==> config.mk <==
export PLATFORM = sky130hd
export DESIGN_NAME = restart_cause_monitor
export DESIGN_NICKNAME = d
export VERILOG_FILES = /design/src/rtl/restart_cause_monitor.sv
export SDC_FILE = /design/constraint.sdc
export NUM_CORES = 1
export LEC_CHECK = 0
export CAP_MARGIN = 10
export CORE_AREA = 3 3 63 59
export DETAILED_ROUTE_END_ITERATION = 12
export DIE_AREA = 0 0 66 62
export DONT_BUFFER_PORTS = 1
export PLACE_DENSITY = 0.73
export SLEW_MARGIN = 10
export SYNTH_ARGS = -nofsm -noshare
export SYNTH_HDL_FRONTEND = slang
export SYNTH_SLANG_ARGS = --single-unit
==> constraint.sdc <==
create_clock -name clk -period 2.6 [get_ports clk]
set_clock_uncertainty 0.1 [all_clocks]
set_input_delay 0.52 -clock clk [delete_from_list [all_inputs] [get_ports clk]]
set_output_delay 0.52 -clock clk [all_outputs]
set_load 0.02 [all_outputs]
==> src/rtl/restart_cause_monitor.sv <==
// restart_cause_monitor: sticky restart-cause latch behind the A13 alarm
// monitor. It provides a channel-style read/clear port, shapes RESTRT into
// a fixed-width GOJAM pulse, drives the RESTART lamp and keeps a saturating
// restart count.
//
// Channel port handshake: CHRD and CHWR are single-cycle strobes with no
// back-pressure. A CHRD in cycle k always yields CHVLD=1 in cycle k+1 only,
// and that read carries CAUSE as it stood before any clear in cycle k.
// A CHWR takes effect on the edge that closes its own cycle.
module restart_cause_monitor #(
    parameter int unsigned GOJAM_LEN = 4
) (
    input  logic        clk,
    input  logic        rst,
    input  logic [7:0]  ALM_,
    input  logic        SCADBL,
    input  logic        RESTRT,
    input  logic        ERRST,
    input  logic        CHRD,
    input  logic        CHWR,
    input  logic [14:0] CHWD,
    output logic [14:0] CHRDAT,
    output logic        CHVLD,
    output logic        GOJAM,
    output logic        RSTLMP,
    output logic [3:0]  RSTCNT,
    output logic [1:0]  DBG_STATE
);

    typedef enum logic [1:0] {
        ST_IDLE = 2'd0,
        ST_JAM  = 2'd1,
        ST_HOLD = 2'd2
    } state_t;

    // Down-counter reload: the pulse is high for JAM_LAST+1 cycles.
    localparam logic [3:0] JAM_LAST = 4'(GOJAM_LEN - 1);

    logic [7:0]  r_alm_s;
    logic [7:0]  r_alm_p;
    logic        r_scad_s;
    logic        r_scad_p;
    logic        r_rst_s;
    logic        r_rst_p;
    logic [8:0]  r_cause;
    logic [14:0] r_chrdat;
    logic        r_chvld;
    state_t      r_state;
    logic [3:0]  r_jam_cnt;
    logic        r_gojam;
    logic        r_rstlmp;
    logic [3:0]  r_rstcnt;

    logic [8:0]  w_set;
    logic [8:0]  w_clr;
    logic        w_restrt_rise;
    logic        w_cnt_inc;
    logic        w_cnt_clr;
    logic [3:0]  w_cnt_base;
    logic [3:0]  w_cnt_next;

    // Edges are taken between the previous and current samples, so a held
    // alarm produces exactly one set event.
    assign w_set         = {~r_scad_p & r_scad_s, r_alm_p & ~r_alm_s};
    assign w_clr         = CHWR ? CHWD[8:0] : 9'd0;
    assign w_restrt_rise = ~r_rst_p & r_rst_s;

    // Restart count: a write clear applies first, so a coincident restart
    // still counts on top of the cleared value.
    assign w_cnt_inc  = (r_state == ST_IDLE) && w_restrt_rise;
    assign w_cnt_clr  = CHWR & CHWD[14];
    assign w_cnt_base = w_cnt_clr ? 4'd0 : r_rstcnt;
    assign w_cnt_next = (w_cnt_inc && (w_cnt_base != 4'hF)) ? w_cnt_base + 4'd1
                                                            : w_cnt_base;

    // Input sample register and the previous-sample register behind it.
    always_ff @(posedge clk) begin
        if (rst) begin
            r_alm_s  <= 8'hFF;
            r_alm_p  <= 8'hFF;
            r_scad_s <= 1'b0;
            r_scad_p <= 1'b0;
            r_rst_s  <= 1'b0;
            r_rst_p  <= 1'b0;
        end else begin
            r_alm_s  <= ALM_;
            r_alm_p  <= r_alm_s;
            r_scad_s <= SCADBL;
            r_scad_p <= r_scad_s;
            r_rst_s  <= RESTRT;
            r_rst_p  <= r_rst_s;
        end
    end

    // Sticky cause bits: clear by write mask, a same-cycle set wins.
    always_ff @(posedge clk) begin
        if (rst) begin
            r_cause <= 9'd0;
        end else begin
            r_cause <= (r_cause & ~w_clr) | w_set;
        end
    end

    // Read port: capture the pre-clear CAUSE, present it for one cycle.
    always_ff @(posedge clk) begin
        if (rst) begin
            r_chrdat <= 15'd0;
            r_chvld  <= 1'b0;
        end else if (CHRD) begin
            r_chrdat <= {6'd0, r_cause};
            r_chvld  <= 1'b1;
        end else begin
            r_chrdat <= 15'd0;
            r_chvld  <= 1'b0;
        end
    end

    // Restart FSM with registered GOJAM, lamp and count.
    always_ff @(posedge clk) begin
        if (rst) begin
            r_state   <= ST_IDLE;
            r_jam_cnt <= 4'd0;
            r_gojam   <= 1'b0;
            r_rstlmp  <= 1'b0;
            r_rstcnt  <= 4'd0;
        end else begin
            r_rstcnt <= w_cnt_next;
            case (r_state)
                ST_IDLE: begin
                    if (w_restrt_rise) begin
                        r_state   <= ST_JAM;
                        r_jam_cnt <= JAM_LAST;
                        r_gojam   <= 1'b1;
                        r_rstlmp  <= 1'b1;
                    end else if (ERRST) begin
                        r_rstlmp <= 1'b0;
                    end
                end
                ST_JAM: begin
                    if (r_jam_cnt == 4'd0) begin
                        r_state <= ST_HOLD;
                        r_gojam <= 1'b0;
                    end else begin
                        r_jam_cnt <= r_jam_cnt - 4'd1;
                    end
                end
                ST_HOLD: begin
                    if (!r_rst_s) begin
                        r_state <= ST_IDLE;
                    end
                end
                default: begin
                    r_state <= ST_IDLE;
                    r_gojam <= 1'b0;
                end
            endcase
        end
    end

    assign CHRDAT    = r_chrdat;
    assign CHVLD     = r_chvld;
    assign GOJAM     = r_gojam;
    assign RSTLMP    = r_rstlmp;
    assign RSTCNT    = r_rstcnt;
    assign DBG_STATE = r_state;

endmodule

==> impl_metrics.toml, run 1 <==
[outcome]
status = "complete, no violations"

[floorplanning]
rows = 19
floorplan.initialDensity_pct = 60.0
die_y_microns = 62
core_area_sq_mm = 0.00307
io_pins = 54
die_area_sq_mm = 0.00409
fp.dieW_microns = 66

[clock_network]
cts_max_level = 2
root_buffer = "clkbuf_4"
cts.hold.buffers_added = 0
cts_setup_buffers = 0
clock-sinks = 51
cts-resized-gates = 0
cts_tree = "built"
clock_latency_ns = 0.35
cts.clk_slew.worst_paths_ns = 0.13
cts_buffer_depth = 2
cts_buffers = 5

[layout]
fin_nets = 216
fillers = 263
diodes = 0
drive_above_1_share_pct = 16.4
fin_cells = 225
synthToLayoutAreaGrowth_pct = 3.81
post-route-util_pct = 62.3

[place]
numPortBuffers = 0
hpwl_microns = 2130
place_inst = 218
gp_congestion = 0.839

[critical_path]
crit_type = "reg2reg"
slowest_delay_ns = 0.77
critPathLaunch = "DBG_STATE[1]$_SDFFE_PP0P_"
r2r_setup_slack_ns = 0.81
r2r-start = "DBG_STATE[1]$_SDFFE_PP0P_"
r2r_end = "RSTCNT[2]$_SDFF_PP0_"
worst_setup_path_start_kind = "register"
r2r_cells = 3
endpoint_kind = "register"
cp_max_fo = 9
worstPathRequired_ns = 2.73
cp_slowest_cell = "or4b_1"
cp.arrival_ns = 1.92
worstPathCellList = "or4b_1 -> nor3b_2 -> a311oi_1"

[synthesis]
synthCells = 184
synthTopCellsByCount = "51 x dfxtp_1, 16 x or2_2, 15 x a21oi_1"
yosys.cell_count.top_type = "dfxtp_1"
synthArstFlopShare_pct = 0
synth.avg_cell_area_sq_um = 10.0
synth_top_area_share_pct = 55.5
yosys_warnings = 0
syn_area_sq_mm = 0.00184
ys_ff_latch = 51
yosysSeqAreaShare_pct = 55.5
yosys-top-cells-area = "dfxtp_1 56%, or2_2 5.4%, nor2b_1 4.8%"
synth_top_cell_by_area = "dfxtp_1"
yosys.cell_types.count = 38
synth-edff-count = 0
synth_flop_cell = "dfxtp_1"

[global_route]
grt_overflow = 0
grt_first_pass_wirelength_microns = 4620
grt_pass1_vias = 1082
antenna_found_initial = 0
grt_use_total_pct = 15.6
grt_max_degree = 42

[timing]
relSlewSlack_pct = 61.3
setup_violations = 0
finalCritPeriodShare_pct = 68.8
fin_crit_ns = 1.79
rsz0062_at_grt = "no"
hold_violations = 0
fin_setup_tns_ns = 0
tightest_slew_ns = 0.579
slew_violations = 0
fmaxAchievable_mhz = 559

[hold_path]
whs_path_depth = 1
hold-path-endpoint = "RSTCNT[3]$_SDFF_PP0_"
hold_class = "in2reg"
hold_start = "rst"

[route]
avgRoutedWirePerCell_microns = 13.2
drtIter0Drc = 53
drc = 0
finalWirelength_microns = 2960
num_vias = 1193
antenna_left = 0
routed_via_density = 5.30
drt_pass1_iterations = 4

[power_and_ir_drop]
leakage_nw = 0.743
power_density_mw_per_mm2 = 710
ir_drop_mv = 0.450
finalPower_mw = 1.36

[flow_run]
drv_cap = 0
metal layers:
| metal | track usage [%] | vias to the layer above | part of all wire (%) | routed length (microns) |
|---|---|---|---|---|
| met3 | 5.22 | 6 | 6.6 | 195 |
| met5 | 0 | - | 0 | 0 |
| met2 | 27.4 | 36 | 50 | 1480 |
| li1 | - | 600 | - | - |
| met1 | 16.3 | 551 | 41 | 1220 |
| met4 | 10.1 | 0 | 2.2 | 64 |
layout by cell type, fill, tap and decap left out, types with 2 or more instances in the layout:
cell type | synthesis | final
conb_1 | 1 | 6
dfxtp_1 | 51 | 51
o211ai_1 | 3 | 3
inv_1 | 4 | 4
or4b_1 | 2 | 2
a31oi_1 | 2 | 2
and3_1 | 2 | 2
o21ai_0 | 3 | 3
ha_1 | 3 | 3
clkbuf_4 | 0 | 5
a21oi_1 | 15 | 15
and2_1 | 12 | 12
nor2_1 | 11 | 11
nand2_1 | 11 | 11
nor2b_1 | 14 | 14
nand3_1 | 2 | 2
nand2b_1 | 2 | 2
or2_2 | 16 | 16
final cells by class:
cell class              count  area, sq um  share of cell area, %
clock inverters             1         30.0                   1.57
flip-flops and latches     51         1020                   53.5
clock buffers               6         41.3                   2.16
inverters                   4         15.0                  0.786
multi-input cells         121          749                   39.3
well taps                  42         52.6                   2.75
metrics by stage:
| step | area [sq um] | hold slack, ns | setup slack [ns] |
|---|---|---|---|
| after global routing | 1910 | 0.0877 | 0.752 |
| after floorplan | 1860 | 0.315 | 0.600 |
| after detailed placement | 1840 | 0.331 | 0.807 |
| after global placement | 1840 | 0.327 | 0.868 |
| final | 1910 | 0.116 | 0.812 |
| after CTS | 1910 | 0.0974 | 0.791 |
worst max-delay path by stage:
stage	endpoint	cells past startpoint
floorplan	RSTCNT[0]$_SDFF_PP0_	7
CTS	RSTCNT[2]$_SDFF_PP0_	3
global placement	RSTCNT[2]$_SDFF_PP0_	3
global route	RSTCNT[3]$_SDFF_PP0_	3
detailed placement	RSTCNT[2]$_SDFF_PP0_	3
finish	RSTCNT[2]$_SDFF_PP0_	3
sequential cells by signal (all words and copies together) (netlist names), 2 cells and up:
register / count
DBG_STATE: 2
r_jam_cnt: 4
r_alm_p: 8
RSTCNT: 4
r_alm_s: 8
r_cause: 9
CHRDAT: 9
worst max-delay path, delay by kind of cell (launching register included):
kind	cells	cell delay (ns)
and+or+nand+nor	2	1.02
DFF	1	0.45
AOI/OAI and AO/OA	1	0.11
logic make-up after synthesis:
| logic type | synth area share (%) |
|---|---|
| other | 0.204 |
| buffers and inverters | 4.76 |
| flip-flops | 55.5 |
| AO/OA/AOI/OAI | 11.5 |
| AND/OR/NAND/NOR | 26.0 |
| adder cells (fa/ha/maj) | 2.04 |
power by group:
part / switching (mW) / total, mW / internal [mW]
registers: 0.0301 / 0.848 / 0.818
logic: 0.0472 / 0.0888 / 0.0416
clock network: 0.220 / 0.418 / 0.198
Power figures use the tool's default switching activity.
==> inputs of run 2 (changes only) <==
==> constraint.sdc (replaced) <==
create_clock -name clk -period 1.8 [get_ports clk]
set_clock_uncertainty 0.1 [all_clocks]
set_input_delay 0.36 -clock clk [delete_from_list [all_inputs] [get_ports clk]]
set_output_delay 0.36 -clock clk [all_outputs]
set_load 0.02 [all_outputs]
==> run 2 against run 1 <==
Net effect: critical path depth rose by 2; clock-buffer cell count unchanged; largest power group unchanged; sequential cell count unchanged; register-to-register slack worse by 0.70 ns; cell count grew 6.7%; setup slack got worse by 0.70 ns; sequential power rose by 44%; non-clock buffer count increased by 14; total power rose by 38%; global-route usage is 0.78 points higher; core utilization grew 4.0 points; routed wire length is 3.6% higher.
==> impl_metrics.toml, run 2 (synthesis gave the netlist of run 1 again) <==
[outcome]
status = "complete, no violations"

[layout]
multi_input_area_sq_um = 749
layout_commonest_cell = "dfxtp_1"
synthToLayoutAreaGrowth_pct = 10.5
fin_cells = 240
diodes = 0
final_cell_mix = "51 x dfxtp_1, 16 x or2_2, 15 x a21oi_1, 14 x nor2b_1, 12 x and2_1"
seqCellArea_sq_mm = 0.00102
fin_nets = 230
fillers = 248
drive_above_1_share_pct = 18.2

[floorplanning]
io_pins = 54
die_area_sq_mm = 0.00409
fp.dieW_microns = 66
floorplan.initialDensity_pct = 60.0
die_y_microns = 62
rows = 19
core_area_sq_mm = 0.00307

[place]
gp_congestion = 0.815
hpwl_microns = 2160
numPortBuffers = 0
pre_cts_slack_ns = 0.131
place_inst = 222

[power_and_ir_drop]
ir_drop_mv = 0.713
seqPwrFrac_pct = 65.0
power_density_mw_per_mm2 = 921
comb_power_share_pct = 9.5
p_clk_share_pct = 25.5
leakage_nw = 0.801
p_int_mw = 1.42
finalPower_mw = 1.87
switching_share_pct = 24.3
p_sw_uw = 454

[timing]
tightest_slew_ns = 0.581
rsz0062_at_grt = "no"
hold_violations = 0
slew_violations = 0
relSlewSlack_pct = 61.2
fin_setup_tns_ns = 0
fmaxAchievable_mhz = 591
setup_violations = 0
fin_crit_ns = 1.69
worst_slack_ns = 0.109
finalCritPeriodShare_pct = 93.9

[critical_path]
r2r_setup_slack_ns = 0.11
cp_max_fo = 6
r2r_cells = 5
r2r-start = "r_jam_cnt[0]$_SDFFE_PP0P_"
endpoint_kind = "register"
crit_type = "reg2reg"
worst_setup_path_start_kind = "register"
cp.arrival_ns = 1.86
critPathLaunch = "r_jam_cnt[0]$_SDFFE_PP0P_"
worstPathRequired_ns = 1.97
r2r_end = "r_jam_cnt[1]$_SDFFE_PP0P_"
worstSetupEndpoint = "r_jam_cnt[1]$_SDFFE_PP0P_"

[global_route]
grt_pass1_vias = 1143
antenna_found_initial = 0
grt_first_pass_wirelength_microns = 4990
grt_use_total_pct = 16.4
grt_overflow = 0
grt_max_degree = 39

[route]
drc = 0
avgRoutedWirePerCell_microns = 12.8
drt_pass1_iterations = 4
routed_via_density = 5.24
drtIter0Drc = 63
num_vias = 1257
antenna_left = 0
finalWirelength_microns = 3070

[clock_network]
cts.clk_slew.worst_paths_ns = 0.13
cts_setup_buffers = 0
cts_tree = "built"
cts_buffers = 5
root_buffer = "clkbuf_4"
clock-sinks = 51
clock_latency_ns = 0.35
cts_buffer_depth = 2
cts_max_level = 2

[hold_path]
hold_class = "in2reg"

[flow_run]
drv_cap = 0
## run 2: cell types whose count changed in the layout (fill, tap and decap cells not counted), sizes merged
cell,previous run,this run
buf,0,5
clkinvlp,0,1
clkinv,0,1
bufinv,1,0
dlygate4sd3,0,9
## run 2: worst min path at each step
stage                           from                        end  slack (ns)  cells past startpoint
5_1_grt                          rst  r_jam_cnt[0]$_SDFFE_PP0P_        0.04                      2
3_3_place_gp   r_alm_s[7]$_SDFF_PP1_      r_alm_p[7]$_SDFF_PP1_        0.33                      1
3_5_place_dp   r_alm_s[2]$_SDFF_PP1_      r_alm_p[2]$_SDFF_PP1_        0.33                      1
6_report                         rst  r_jam_cnt[0]$_SDFFE_PP0P_        0.04                      2
2_1_floorplan  r_alm_s[7]$_SDFF_PP1_      r_alm_p[7]$_SDFF_PP1_        0.31                      1
4_1_cts                       SCADBL        r_scad_s$_SDFF_PP0_        0.01                      1
## run 2: final cells by class
| class | count | area share, % |
|---|---|---|
| Clock buffer | 6 | 2.03 |
| Clock inverter | 2 | 0.616 |
| Inverter | 4 | 0.739 |
| Multi-Input combinational cell | 121 | 36.9 |
| Sequential cell | 51 | 50.2 |
| Tap cell | 42 | 2.59 |
| Timing Repair Buffer | 14 | 6.90 |
## run 2: metrics by stage
| stage | hold slack, ns | cell area [sq um] | utilization (%) |
|---|---|---|---|
| global route | 0.0379 | 2030 | 66.3 |
| global placement | 0.327 | 1870 | 60.9 |
| finish | 0.0450 | 2030 | 66.3 |
| detailed placement | 0.330 | 1870 | 60.9 |
| CTS | 0.0141 | 2020 | 65.9 |
| floorplan | 0.315 | 1860 | - |
## run 2: timing repair
action / CTS / global route
hold buffers: 9 / 1
endpoints found under the hold margin: 38 / 1
gates resized for setup: 0 / 0
## run 2: critical path, cell delays in order, from the launching register on
cell      delay, ns
dfxtp_1        0.34
inv_1          0.10
ha_1           0.15
or3b_2         0.50
and3_1         0.20
a311oi_2       0.22
## run 2: per-layer routing
layer,share of wire [%],up-vias,global-route usage (%)
met5,0,-,0
met4,1.3,0,8.12
met3,5.8,7,4.68
met2,48,46,28.1
met1,45,577,19.1
li1,-,627,-
## run 2: power groups by stage
stage          Clock [mW]  Sequential (mW)  Combinational, mW
3_3_place_gp            0             1.24              0.139
3_5_place_dp            0             1.24              0.148
6_report            0.477             1.22              0.178
4_1_cts             0.494             1.22              0.177
2_1_floorplan           0             1.24              0.134
5_1_grt             0.545             1.22              0.200
